File: src/rtl/vec_addsub_stream.sv
// -----------------------------------------------------------------------------
// vec_addsub_stream
//
// Streams a vector of `vlen` beats through a single registered ALU stage.
// Each beat carries LANES elements of WIDTH bits; lane i occupies
// bits [i*WIDTH +: WIDTH]. Four operations are supported: wrapping add,
// wrapping subtract (a-b), signed saturating add and signed saturating
// subtract. Operation and length are latched on an honoured start. A
// sticky per-lane signed-overflow flag is kept for the whole vector.
//
// Ports
//   clk        clock, all logic on the rising edge
//   rst_n      synchronous active-low reset
//   start      begin a vector op (honoured only while busy=0)
//   op         00 add, 01 sub, 10 sat add, 11 sat sub (latched on start)
//   vlen       vector length in beats (latched on start)
//   busy       high while a vector is running or draining
//   done       one-cycle pulse after the final beat leaves
//   in_valid   input beat valid
//   in_ready   input beat accepted when in_valid & in_ready
//   in_a/in_b  operand lanes
//   out_valid  result beat valid
//   out_ready  downstream accepts when out_valid & out_ready
//   out_res    result lanes
//   out_last   high with the final beat of the vector
//   ovf        sticky signed-overflow flag per lane, cleared on start
// -----------------------------------------------------------------------------
module vec_addsub_stream #(
    parameter int LANES = 4,
    parameter int WIDTH = 8,
    parameter int VL_W  = 7
) (
    input  logic                   clk,
    input  logic                   rst_n,
    input  logic                   start,
    input  logic [1:0]             op,
    input  logic [VL_W-1:0]        vlen,
    output logic                   busy,
    output logic                   done,
    input  logic                   in_valid,
    output logic                   in_ready,
    input  logic [LANES*WIDTH-1:0] in_a,
    input  logic [LANES*WIDTH-1:0] in_b,
    output logic                   out_valid,
    input  logic                   out_ready,
    output logic [LANES*WIDTH-1:0] out_res,
    output logic                   out_last,
    output logic [LANES-1:0]       ovf
);

    typedef enum logic [1:0] {
        S_IDLE  = 2'b00,
        S_RUN   = 2'b01,
        S_DRAIN = 2'b10
    } state_t;

    typedef enum logic [1:0] {
        OP_ADD  = 2'b00,
        OP_SUB  = 2'b01,
        OP_SADD = 2'b10,
        OP_SSUB = 2'b11
    } op_t;

    localparam logic [WIDTH-1:0] SAT_MAX = {1'b0, {(WIDTH-1){1'b1}}};
    localparam logic [WIDTH-1:0] SAT_MIN = {1'b1, {(WIDTH-1){1'b0}}};

    state_t                 state;
    state_t                 state_nxt;
    op_t                    op_q;
    logic [VL_W-1:0]        vlen_q;
    logic [VL_W-1:0]        in_cnt;

    logic                   start_ok;
    logic                   accept;
    logic                   out_hs;
    logic                   last_in;
    logic [LANES*WIDTH-1:0] alu_res;
    logic [LANES-1:0]       alu_ovf;

    // One lane: returns {overflow, result}. Overflow is the two's-complement
    // condition; direction of saturation follows the sign of a, since an
    // overflow can only push the result away from a's side of zero.
    function automatic logic [WIDTH:0] lane_alu(
        input op_t              f,
        input logic [WIDTH-1:0] a,
        input logic [WIDTH-1:0] b
    );
        logic             is_sub;
        logic             is_sat;
        logic             of;
        logic [WIDTH-1:0] r;
        is_sub = (f == OP_SUB)  || (f == OP_SSUB);
        is_sat = (f == OP_SADD) || (f == OP_SSUB);
        r      = is_sub ? (a - b) : (a + b);
        of     = (is_sub ? (a[WIDTH-1] != b[WIDTH-1]) : (a[WIDTH-1] == b[WIDTH-1]))
                 && (r[WIDTH-1] != a[WIDTH-1]);
        if (is_sat && of) begin
            r = a[WIDTH-1] ? SAT_MIN : SAT_MAX;
        end
        return {of, r};
    endfunction

    assign start_ok = start && (state == S_IDLE);
    assign accept   = in_valid && in_ready;
    assign out_hs   = out_valid && out_ready;
    assign last_in  = (in_cnt == vlen_q - VL_W'(1));

    // ---------------------------------------------------------------- ALU ---
    always_comb begin
        logic [WIDTH:0] lane;
        // NOTE: every variable gets a default before any branch or loop so
        // the block stays purely combinational and no latch is inferred.
        lane    = '0;
        alu_res = '0;
        alu_ovf = '0;
        for (int i = 0; i < LANES; i++) begin
            lane                      = lane_alu(op_q, in_a[i*WIDTH +: WIDTH], in_b[i*WIDTH +: WIDTH]);
            alu_res[i*WIDTH +: WIDTH] = lane[WIDTH-1:0];
            alu_ovf[i]                = lane[WIDTH];
        end
    end

    // ------------------------------------------------- FSM: state register ---
    always_ff @(posedge clk) begin
        // NOTE: sequential state uses non-blocking assignments so every
        // register samples the pre-edge values regardless of block order.
        if (!rst_n) begin
            state <= S_IDLE;
        end else begin
            state <= state_nxt;
        end
    end

    // ----------------------------------------------------- FSM: next state ---
    always_comb begin
        state_nxt = state;
        unique case (state)
            S_IDLE:  if (start && (vlen != '0)) state_nxt = S_RUN;
            S_RUN:   if (accept && last_in)     state_nxt = S_DRAIN;
            S_DRAIN: if (out_hs && out_last)    state_nxt = S_IDLE;
            default:                            state_nxt = S_IDLE;
        endcase
    end

    // --------------------------------------------------------- FSM: outputs ---
    // in_ready deliberately ignores in_valid: it only reflects whether the
    // output register is free (or being emptied on this edge).
    always_comb begin
        busy     = (state != S_IDLE);
        in_ready = (state == S_RUN) && (!out_valid || out_ready);
    end

    // ------------------------------------------------------------ datapath ---
    always_ff @(posedge clk) begin
        // NOTE: the datapath registers are reset too, so out_res, ovf and the
        // counters read as zero during reset and in-flight beats are dropped.
        if (!rst_n) begin
            op_q      <= OP_ADD;
            vlen_q    <= '0;
            in_cnt    <= '0;
            out_valid <= 1'b0;
            out_res   <= '0;
            out_last  <= 1'b0;
            ovf       <= '0;
            done      <= 1'b0;
        end else begin
            done <= 1'b0;

            // start_ok (IDLE) and accept (RUN) are mutually exclusive.
            if (start_ok) begin
                op_q   <= op_t'(op);
                vlen_q <= vlen;
                in_cnt <= '0;
                ovf    <= '0;
                if (vlen == '0) begin
                    done <= 1'b1;
                end
            end

            if (accept) begin
                out_res  <= alu_res;
                out_last <= last_in;
                ovf      <= ovf | alu_ovf;
                in_cnt   <= in_cnt + VL_W'(1);
            end

            // A new beat refills the register on the same edge it empties.
            if (accept) begin
                out_valid <= 1'b1;
            end else if (out_hs) begin
                out_valid <= 1'b0;
            end

            if ((state == S_DRAIN) && out_hs && out_last) begin
                done <= 1'b1;
            end
        end
    end

endmodule
File: config.mk
export PLATFORM = sky130hd
export DESIGN_NAME = vec_addsub_stream
export DESIGN_NICKNAME = d
export VERILOG_FILES = /design/src/rtl/vec_addsub_stream.sv
export SDC_FILE = /design/constraint.sdc
export NUM_CORES = 1
export LEC_CHECK = 0
export CORE_MARGIN = 2
export CORE_UTILIZATION = 30
export DETAILED_ROUTE_END_ITERATION = 10
export PLACE_DENSITY = 0.58
export SYNTH_ARGS = -nofsm -noshare
export SYNTH_HDL_FRONTEND = slang
export SYNTH_SLANG_ARGS = --single-unit
File: constraint.sdc
create_clock -name clk -period 10 [get_ports clk]
set_input_delay 2 -clock clk [delete_from_list [all_inputs] [get_ports clk]]
set_output_delay 2 -clock clk [all_outputs]
set_load 0.01 [all_outputs]
After elaboration in Yosys (flattened, before gate mapping):

Cells that the tools add are included.

* eq/ne operators: 21
* multiply operators: 0
* mux-type cells: 29
* magnitude comparators: 0
* $add $sub $neg: 10
* shift-type cells: 0
* bitwise gates (word level): 1
* reduce and logical (&&, ||, !) cells: 28
* divide/modulo/power cells: 0

Operators with widths (number)
* $mux W8: 12
* $add A8 B8 Y8: 4
* $sub A8 B8 Y8: 4
* $logic_and A1 B1 Y1: 17
* $mux W7: 2
* $mux W1: 9
* $mux W4: 2
* $ne A1 B1 Y1: 8
* $add A7 B1 Y7 const B: 1
* $eq A7 B7 Y1: 1
* $logic_not A7 Y1: 1
* $reduce_bool A7 Y1: 1
* $sub A7 B1 Y7 const B: 1
* $eq A2 B2 Y1 const B: 3
* $mux W2: 3
* $pmux W2 S3: 1
* $reduce_bool A2 Y1: 3
* $eq A1 B1 Y1: 4
* $eq A2 B1 Y1 const B: 2
* $ne A2 B2 Y1 const B: 2
* $or A4 B4 Y4: 1
* $logic_or A1 B1 Y1: 3
* $reduce_and A3 Y1: 1
* $logic_not A2 Y1: 1
* other kinds (2): 2

* latch bits: 0
* memory bits (writable): 0
* register bits: 57
* memories: 0
* output and inout bits: 41
* memory bits (read-only): 0
* word-level logic and storage cells: 98
* input port bits: 78

Longest topological paths before layout:

Gate-level depths: netlist of the first run.

* word-level depth: 7
* mapped depth: 12
* gate-level depth less buffers: 11

Worst setup path before layout of the first run:

Ideal clock, no wire load.

* path kind: input-to-reg
* start: in in_b[26]
* end: reg out_res[25]
* stages on the path: 10
* arrival: 4.339 ns
* setup time: 0.122 ns
* path slack: 5.539 ns
* buffers on the path: 0
* required time: 9.878 ns
* cells stage by stage: nor3_1 > nor2_1 > xnor2_1 > ha_1 > o211ai_1 > a21o_1 > a22o_2 > xnor2_1 > mux2_2 > a221o_1

* longest elaborated chain between the ends: 6
* elaborated cells on any way between the ends: 7
* those cells by class: add/sub (2); eq/ne (1); mux (2); reduce/logical (2)

Ends and longest elaborated chain
* from (decl): line 43 `input logic [LANES*WIDTH-1:0] in_b,`
* $add A8 B8 Y8 / $sub A8 B8 Y8 (equally long branches): line 94 `r = is_sub ? (a - b) : (a + b);`
* $mux W8 (*): line 94
* $ne A1 B1 Y1 (*): line 96 `&& (r[WIDTH-1] != a[WIDTH-1]);`
* $logic_and A1 B1 Y1 (*): line 96
* $logic_and A1 B1 Y1 (*): line 97 `if (is_sat && of) begin`
* $mux W8 (*): line 97
* to (signal assigned): line 181 `out_res <= alu_res;`
* to (decl): line 46 `output logic [LANES*WIDTH-1:0] out_res,`

Every way passes the cells marked *; elsewhere a longest branch is shown, timed or not.
A chain may end at the register's enable or synchronous reset.

Worst setup path in the final report of the first run:

* start: in out_ready
* end: out in_ready

* longest elaborated chain between the ends: 2

Ends and longest elaborated chain
* from (decl): line 45 `input logic out_ready,`
* $logic_or A1 B1 Y1: line 150 `in_ready = (state == S_RUN) && (!out_valid || out_ready);`
* $logic_and A1 B1 Y1: line 150
* to (decl): line 41 `output logic in_ready,`

No other way between the ends.

==> summary.md, run 1 <==
| Metric | Value |
|---|---|
| Outcome | `completed` |
| Growth of design area from synthesis to finish | `38.1%` |
| Maximum VDD drop | `0.0000782 V` |
| Delay of the slowest critical-path stage | `roughly 0.48 ns` |
| Max-cap violation count | `0` |
| Setup slack at placement | `about 4.7 ns` |
| Synth top area share | `0.258` |
| Std-Cell Core Area | `14,500 sq um` |
| Die extent in y | `125 um` |
| Wire length of the first global-routing pass | `19.6 mm` |
| Unique masters post-synth | `65` |
| CTS root buffer | `sky130_fd_sc_hd__clkbuf_16` |
| Slew Viols, Final | `0` |
| Register bit total from synthesis | `57` |
| Worst setup skew after layout | `0.00687 ns` |
| Number of buffers between clock root and the deepest sink | `2` |
| DRT Pass-1 Iters | `4` |
| Number of input and output port buffers inserted | `118` |
| Type of the worst setup path | `primary input to output pin` |
| Die X | `125 um` |
| Min Clock Period, post-route | `5.27 ns` |
| Maximum fanout encountered on the critical timing path | `4` |
| Ratio of cells with drive above 1 in the final layout | `0.0543` |
| Flop-to-flop setup slack | `6.88 ns` |
| Number of placed I/O pins | `119` |
| Startpoint type of the worst setup path | `primary input` |
| TritonCTS Buffers | `9` |
| Average routed wire per standard cell | `roughly 14 um` |
| Number of antenna violations at the first check in global routing | `0` |
| Vias per std cell | `4.96` |
| Critical R2R Launch | `op_q[0]` |
| Routed via count | `4,202` |
| Gp weighted congestion | `0.841` |
| List of cells traversed by the critical path | `clkdlybuf4s50_1, nor2b_1, nor2_1, clkdlybuf4s50_1` |
| Syn_nets | `663` |
| Least-Margin Pin Slew | `0.750 ns` |
| Post-route cell area | `6100 sq um` |
| Combined global-route utilization of all metal layers | `0.152` |
| Proportion of register bits with asynchronous set or reset after synthesis | `0` |
| Peak clock frequency supported by timing | `190 MHz` |
| Clock-pin slew reported for the worst setup and hold paths after clock tree synthesis | `0.05 ns` |
| Arrival time of the worst setup path | `3.27 ns` |
| Number of setup violations in the final report | `0` |
| Number of diodes added for antenna fixing | `0` |
| Grt total ovfl | `0` |
| Total power per unit cell area | `143 nW/um^2` |
| Clock Sinks | `57` |
| Cell area after technology mapping | `4420 sq um` |
| # rows | `44` |
| Detail Route Antenna Nets | `0` |
| Crit path capture type | `output pin` |
| Post-synthesis cell count | `roughly 550` |
| EDFF count, synth | `0` |
| Biggest area contributors in the synthesized netlist | `sky130_fd_sc_hd__dfxtp_1 (26%), sky130_fd_sc_hd__ha_1 (9.6%), sky130_fd_sc_hd__xnor2_1 (9.1%)` |
| Top cell types by occurrence after synthesis | `sky130_fd_sc_hd__dfxtp_1 (57), sky130_fd_sc_hd__nand2_1 (51), sky130_fd_sc_hd__a21oi_1 (48)` |
| DRT Wirelength | `approximately 12 mm` |
| Total Neg Setup Slack | `0 ns` |
| Cells after DPL | `832` |
| Unrepaired setup endpoints after global routing | `no` |
| Flip-flop cell with the highest count after synthesis | `sky130_fd_sc_hd__dfxtp_1` |
| Number of post-CTS setup repair buffers | `0` |
| Max H-tree Level | `3` |
| Residual DRC count | `0` |
| Insertion delay to the later sink of the worst-skew pair | `0.32 ns` |
| Critical R2R Capture | `out_res[25]` |
| Starting density of the core | `0.305` |
| Top Family by Delay on Critical Path | `buffers and inverters` |
| Clock tree from TritonCTS | `yes` |
| Count of endpoints failing hold in the final timing report | `0` |
| Via count of the first global-routing pass | `4,224` |
| Detailed Route Iter0 Violations | `about 130` |
| Post-detailed-placement cell area | `around 5800 sq um` |
| Final period utilization | `0.527` |
| Number of synthesis warnings | `0` |
| Max_slew headroom | `0.498` |
| Launch point of the worst hold path | `out_res[7]` |
| Non-filler cells, final | `847` |
| Hold buffer count at cts | `0` |
| Average cell area after synthesis | `8.08 sq um` |
| Crit-path slowest cell | `sky130_fd_sc_hd__clkdlybuf4s50_1` |
| Leakage | `between 0.002 and 0.0025 uW` |
| Destination of the worst hold path | `out_res[7]` |
| Worst hold path depth | `2` |
| Fin nets | `775` |
| Hold Path Class | `flop to flop` |
| Cell taking the most area after synthesis | `sky130_fd_sc_hd__dfxtp_1` |
| Data required time of the critical path | `roughly 8.0 ns` |
| Final Worst Setup Slack | `around 4.7 ns` |
| Sequential element share of the synthesized area | `0.258` |
| Dpl hpwl | `9.57 mm` |
| Final hold slack | `between 0.4 and 0.5 ns` |
| Cell with the most instances on the worst path | `sky130_fd_sc_hd__clkdlybuf4s50_1` |
| Maximum number of pins on one net before global-route repair | `40` |
| Full die area | `15,700 sq um` |
| Number of cells upsized or downsized after cts | `0` |
| Worst path bufs/invs | `2` |
| Number of cells on the worst reg-to-reg path | `10` |
| Count leader, synth | `sky130_fd_sc_hd__dfxtp_1` |
[registers in the layout, indices dropped and copies added (netlist names)]
name and cells:
out_last 1, vlen_q 7, op_q 2, done 1, out_valid 1, out_res 32
ovf 4, in_cnt 7, state 2
[how the worst max path moves through the flow]
stage	to	slack, ns	startpoint	cells past startpoint
after floorplan	out_res[25]	5.54	in_b[26]	10
after global placement	in_ready	4.78	out_ready	4
after detailed placement	in_ready	4.75	out_ready	4
after CTS	in_ready	4.73	out_ready	4
after global routing	in_ready	4.69	out_ready	4
final	in_ready	4.73	out_ready	4
[metrics by stage]
step	power, uW	util
global placement	532	0.399
global route	918	0.421
floorplan	438	-
finish	870	0.421
CTS	878	0.421
detailed placement	537	0.399
[layout by cell type, fill, tap and decap left out, drive strengths merged, types with 3 or more instances in the layout]
cell type / synthesis / layout
a21o: 7 / 7
a21oi: 48 / 48
a221o: 16 / 16
a22o: 3 / 3
a31oi: 15 / 15
and2: 7 / 7
and3: 7 / 7
buf: 5 / 3
clkbuf: 15 / 13
clkdlybuf4s50: 0 / 118
dfxtp: 57 / 57
fa: 4 / 4
ha: 34 / 34
inv: 38 / 38
mux2: 4 / 4
mux2i: 7 / 7
nand2: 51 / 51
nand2b: 8 / 8
nand3: 22 / 22
nand3b: 4 / 4
nand4: 5 / 5
nor2: 45 / 45
nor3: 16 / 16
nor4: 6 / 6
o211ai: 5 / 5
o21ai: 12 / 12
o21bai: 4 / 4
o311ai: 4 / 4
xnor2: 47 / 47
xor2: 24 / 24
[routing by layer]
metal	global-route usage	wire length, um	vias to the layer above
li1	-	-	2176
met1	0.183	5480	1914
met2	0.266	5700	92
met3	0.0278	519	20
met4	0.0582	249	0
met5	0	0	-
[where the power goes]
group | switching [uW] | internal, uW
Clock | 101 | 237
Combinational | 141 | 139
Sequential | 10.0 | 242
Total | 252 | 617
[worst reg2reg max path: cells and delay by family, from the launching register on]
family,cells,cell delay [ns]
buffers and inverters,1,0.40
xor gates and xnor gates,2,0.54
muxes,1,0.44
and+or+nand+nor,1,0.14
DFF,1,0.30
AOI/OAI and AO/OA,4,0.84
adders and majority gates,1,0.34
[final cells by class]
cell class | instances | area [sq um]
flip-flops and latches | 57 | 1140
well taps | 184 | 230
clock inverters | 2 | 60.1
repair buffers | 121 | 1200
clock buffers | 13 | 270
fillers | 1489 | 8380
inverters | 38 | 143
multi-input cells | 432 | 3050
[cell families after synthesis]
group,count (synthesis),share of synthesized area
and+or+nand+nor,181,0.204
xor gates and xnor gates,71,0.144
AOI/OAI and AO/OA,131,0.202
buffers and inverters,58,0.0513
adders and majority gates,38,0.114
muxes,11,0.0261
DFF,57,0.258
Note: power is estimated with default switching activity, not from simulation.
==> run 2: changes to the inputs <==
clock period = 5.1 ns   (was 10 ns; I/O delays follow)
==> run 2 against run 1 <==
Compared with the run above:
- sequential share of layout area grew 0.12 points
- power rose by 88%
- design area shrank 0.66%
- clock skew is 0.0014 ns lower
- critical path type is now primary input to flop
==> summary.md, run 2 (synthesized netlist as in run 1, its figures left out) <==
| Metric | Value |
|---|---|
| Number of input and output port buffers inserted | `118 (unchanged)` |
| Residual DRC count | `0 (unchanged)` |
| Type of the worst setup path | `primary input to flop` |
| Least-Margin Pin Slew | `0.838 ns (+0.0881 ns)` |
| DRT Pass-1 Iters | `4 (unchanged)` |
| Leakage | `0.00242 uW (-0.75%)` |
| Combinational fraction of design power | `0.335 (+0.013)` |
| DRT Wirelength | `12.2 mm (+2.0%)` |
| Total Neg Setup Slack | `0 ns (unchanged)` |
| Critical R2R Launch | `op_q[0]` |
| Dpl hpwl | `9.88 mm (+3.3%)` |
| Routed via count | `4,208 (+0.14%)` |
| Sequential Power Share | `0.305 (+0.016)` |
| Peak clock frequency supported by timing | `251 MHz` |
| Fin nets | `775 (unchanged)` |
| TritonCTS Buffers | `9 (unchanged)` |
| # rows | `44 (unchanged)` |
| Maximum fanout encountered on the critical timing path | `5 (+1)` |
| Capture point of the critical path | `out_res[30]` |
| Number of post-CTS setup repair buffers | `0 (unchanged)` |
| Number of antenna violations at the first check in global routing | `0 (unchanged)` |
| Maximum number of pins on one net before global-route repair | `22 (-45%)` |
| Post-detailed-placement cell area | `5770 sq um (unchanged)` |
| Combined global-route utilization of all metal layers | `0.155 (+0.00319)` |
| # fillers | `1,432 (-3.8%)` |
| Most common cell after layout, fill and taps aside | `sky130_fd_sc_hd__clkdlybuf4s50_1` |
| Most used cells in the layout excluding fill and tap cells | `sky130_fd_sc_hd__clkdlybuf4s50_1 (118), sky130_fd_sc_hd__dfxtp_1 (57), sky130_fd_sc_hd__nand2_1 (51)` |
| Registers with the most flip-flops | `out_res x32, in_cnt x7, vlen_q x7` |
| Flip-flop count of the largest register after layout | `32 (unchanged)` |
| Max H-tree Level | `3 (unchanged)` |
| Min Clock Period, post-route | `3.98 ns` |
| Insertion delay to the later sink of the worst-skew pair | `0.32 ns (about the same)` |
| Count of endpoints failing hold in the final timing report | `0 (unchanged)` |
| Number of buffers between clock root and the deepest sink | `2 (unchanged)` |
| Number of diodes added for antenna fixing | `0 (unchanged)` |
| Grt total ovfl | `0 (unchanged)` |
| Number of cells upsized or downsized after cts | `0 (unchanged)` |
| Data required time of the critical path | `5.31 ns (-2.69 ns)` |
| Share of power burned in the clock network | `0.360 (-0.029)` |
| Number of setup violations in the final report | `0 (unchanged)` |
| Growth of design area from synthesis to finish | `37.2%` |
| Total Power Consumption | `1630 uW (+88%)` |
| Vias per std cell | `4.96 (about the same)` |
| Clock-pin slew reported for the worst setup and hold paths after clock tree synthesis | `0.05 ns (about the same)` |
| Wire length of the first global-routing pass | `19.8 mm (+1.1%)` |
| Outcome | `completed` |
| Clock Sinks | `57 (unchanged)` |
| Crit path capture type | `flop` |
| Detailed Route Iter0 Violations | `138 (+8.7%)` |
| Average routed wire per standard cell | `14.4 um (+1.9%)` |
| Max-cap violation count | `0 (unchanged)` |
| Via count of the first global-routing pass | `4,179 (-1.1%)` |
| Total power per unit cell area | `269 nW/um^2 (+89%)` |
| Full die area | `15,700 sq um (unchanged)` |
| Arrival time of the worst setup path | `4.19 ns (+0.92 ns)` |
| Number of placed I/O pins | `119 (unchanged)` |
| Startpoint type of the worst setup path | `primary input` |
| Max_slew headroom | `0.440 (-0.0576)` |
| CTS root buffer | `sky130_fd_sc_hd__clkbuf_16` |
| Hold Path Class | `flop to flop` |
| Cell-internal power | `1140 uW (+84%)` |
| Critical R2R Capture | `out_res[22]` |
| Number of cells on the worst reg-to-reg path | `9 (-1)` |
| Die X | `125 um (unchanged)` |
| Unrepaired setup endpoints after global routing | `no` |
| Switching Fraction | `0.304 (+0.0137)` |
| Flop-to-flop setup slack | `1.68 ns (-5.20 ns)` |
| Maximum VDD drop | `0.000134 V (+71%)` |
| Worst setup skew after layout | `0.00547 ns (-0.00140 ns)` |
| Final period utilization | `0.781` |
| Hold buffer count at cts | `0 (unchanged)` |
| Post-route cell area | `6060 sq um (-0.66%)` |
| Starting density of the core | `0.305 (unchanged)` |
| Std-Cell Core Area | `14,500 sq um (unchanged)` |
| Ratio of cells with drive above 1 in the final layout | `0.0527 (-0.00159)` |
| Clock tree from TritonCTS | `yes` |
| Biggest register | `out_res` |
| Gp weighted congestion | `0.823 (-2.2%)` |
| Source of the critical timing path | `in_b[26]` |
| Psw | `496 uW (+97%)` |
| Detail Route Antenna Nets | `0 (unchanged)` |
| Die extent in y | `125 um (unchanged)` |
| Slew Viols, Final | `0 (unchanged)` |
==> run 2: changes by cell type in the layout (fill, tap and decap cells not counted) <==
| cell | previous run | this run |
|---|---|---|
| sky130_fd_sc_hd__clkbuf_1 | 1 | 3 |
| sky130_fd_sc_hd__bufinv_16 | 2 | 1 |
| sky130_fd_sc_hd__clkbuf_8 | 3 | 1 |
| sky130_fd_sc_hd__clkinv_2 | 0 | 2 |
==> run 2: worst min-delay path by stage <==
stage                start     endpoint  cells past startpoint
2_1_floorplan     state[1]     state[0]                      1
3_3_place_gp   out_res[10]  out_res[10]                      2
3_5_place_dp   out_res[23]  out_res[23]                      2
4_1_cts           state[1]     state[0]                      1
5_1_grt        out_res[26]  out_res[26]                      1
6_report       out_res[23]  out_res[23]                      2
==> run 2: power by group through the flow <==
| stage | Clock, uW | Sequential, uW | Combinational (uW) |
|---|---|---|---|
| global route | 622 | 501 | 608 |
| floorplan | 0 | 508 | 351 |
| detailed placement | 0 | 506 | 549 |
| CTS | 598 | 498 | 551 |
| finish | 588 | 497 | 547 |
| global placement | 0 | 506 | 538 |
==> run 2: through the flow <==
| step | worst slack [ns] | hold WS, ns | cells | util |
|---|---|---|---|---|
| 4_1_cts | 1.14 | 0.470 | 848 | 0.419 |
| 6_report | 1.12 | 0.460 | 848 | 0.419 |
| 3_3_place_gp | 0.966 | 0.441 | 832 | 0.399 |
| 2_1_floorplan | 1.62 | 0.435 | 547 | - |
| 3_5_place_dp | 0.814 | 0.461 | 832 | 0.399 |
| 5_1_grt | 0.885 | 0.501 | 848 | 0.419 |
==> run 2: metal layers <==
layer | part of all wire | global-route usage
met1 | 0.45 | 0.190
met2 | 0.48 | 0.273
met4 | 0.014 | 0.0425
met5 | 0 | 0
met3 | 0.047 | 0.0338
==> run 2: worst max-delay path: stages <==
cell and delay [ns]:
sky130_fd_sc_hd__clkdlybuf4s50_1 0.45, sky130_fd_sc_hd__nor3_1 0.44, sky130_fd_sc_hd__nor2_1 0.10, sky130_fd_sc_hd__xnor2_1 0.17, sky130_fd_sc_hd__ha_1 0.33, sky130_fd_sc_hd__o211ai_1 0.12
sky130_fd_sc_hd__a21o_1 0.21, sky130_fd_sc_hd__a22o_2 0.26, sky130_fd_sc_hd__xnor2_1 0.39, sky130_fd_sc_hd__mux2_2 0.43, sky130_fd_sc_hd__a221o_1 0.27
==> run 2: cell type report <==
type                       instances  area, sq um  area share
sequential                        57         1140       0.188
tap                              184          230      0.0380
multi-input combinational        432         3050       0.504
clock inverter                     3         40.0     0.00661
timing repair buffer             121         1200       0.199
clock buffer                      13          250      0.0413
inverter                          38          143      0.0235
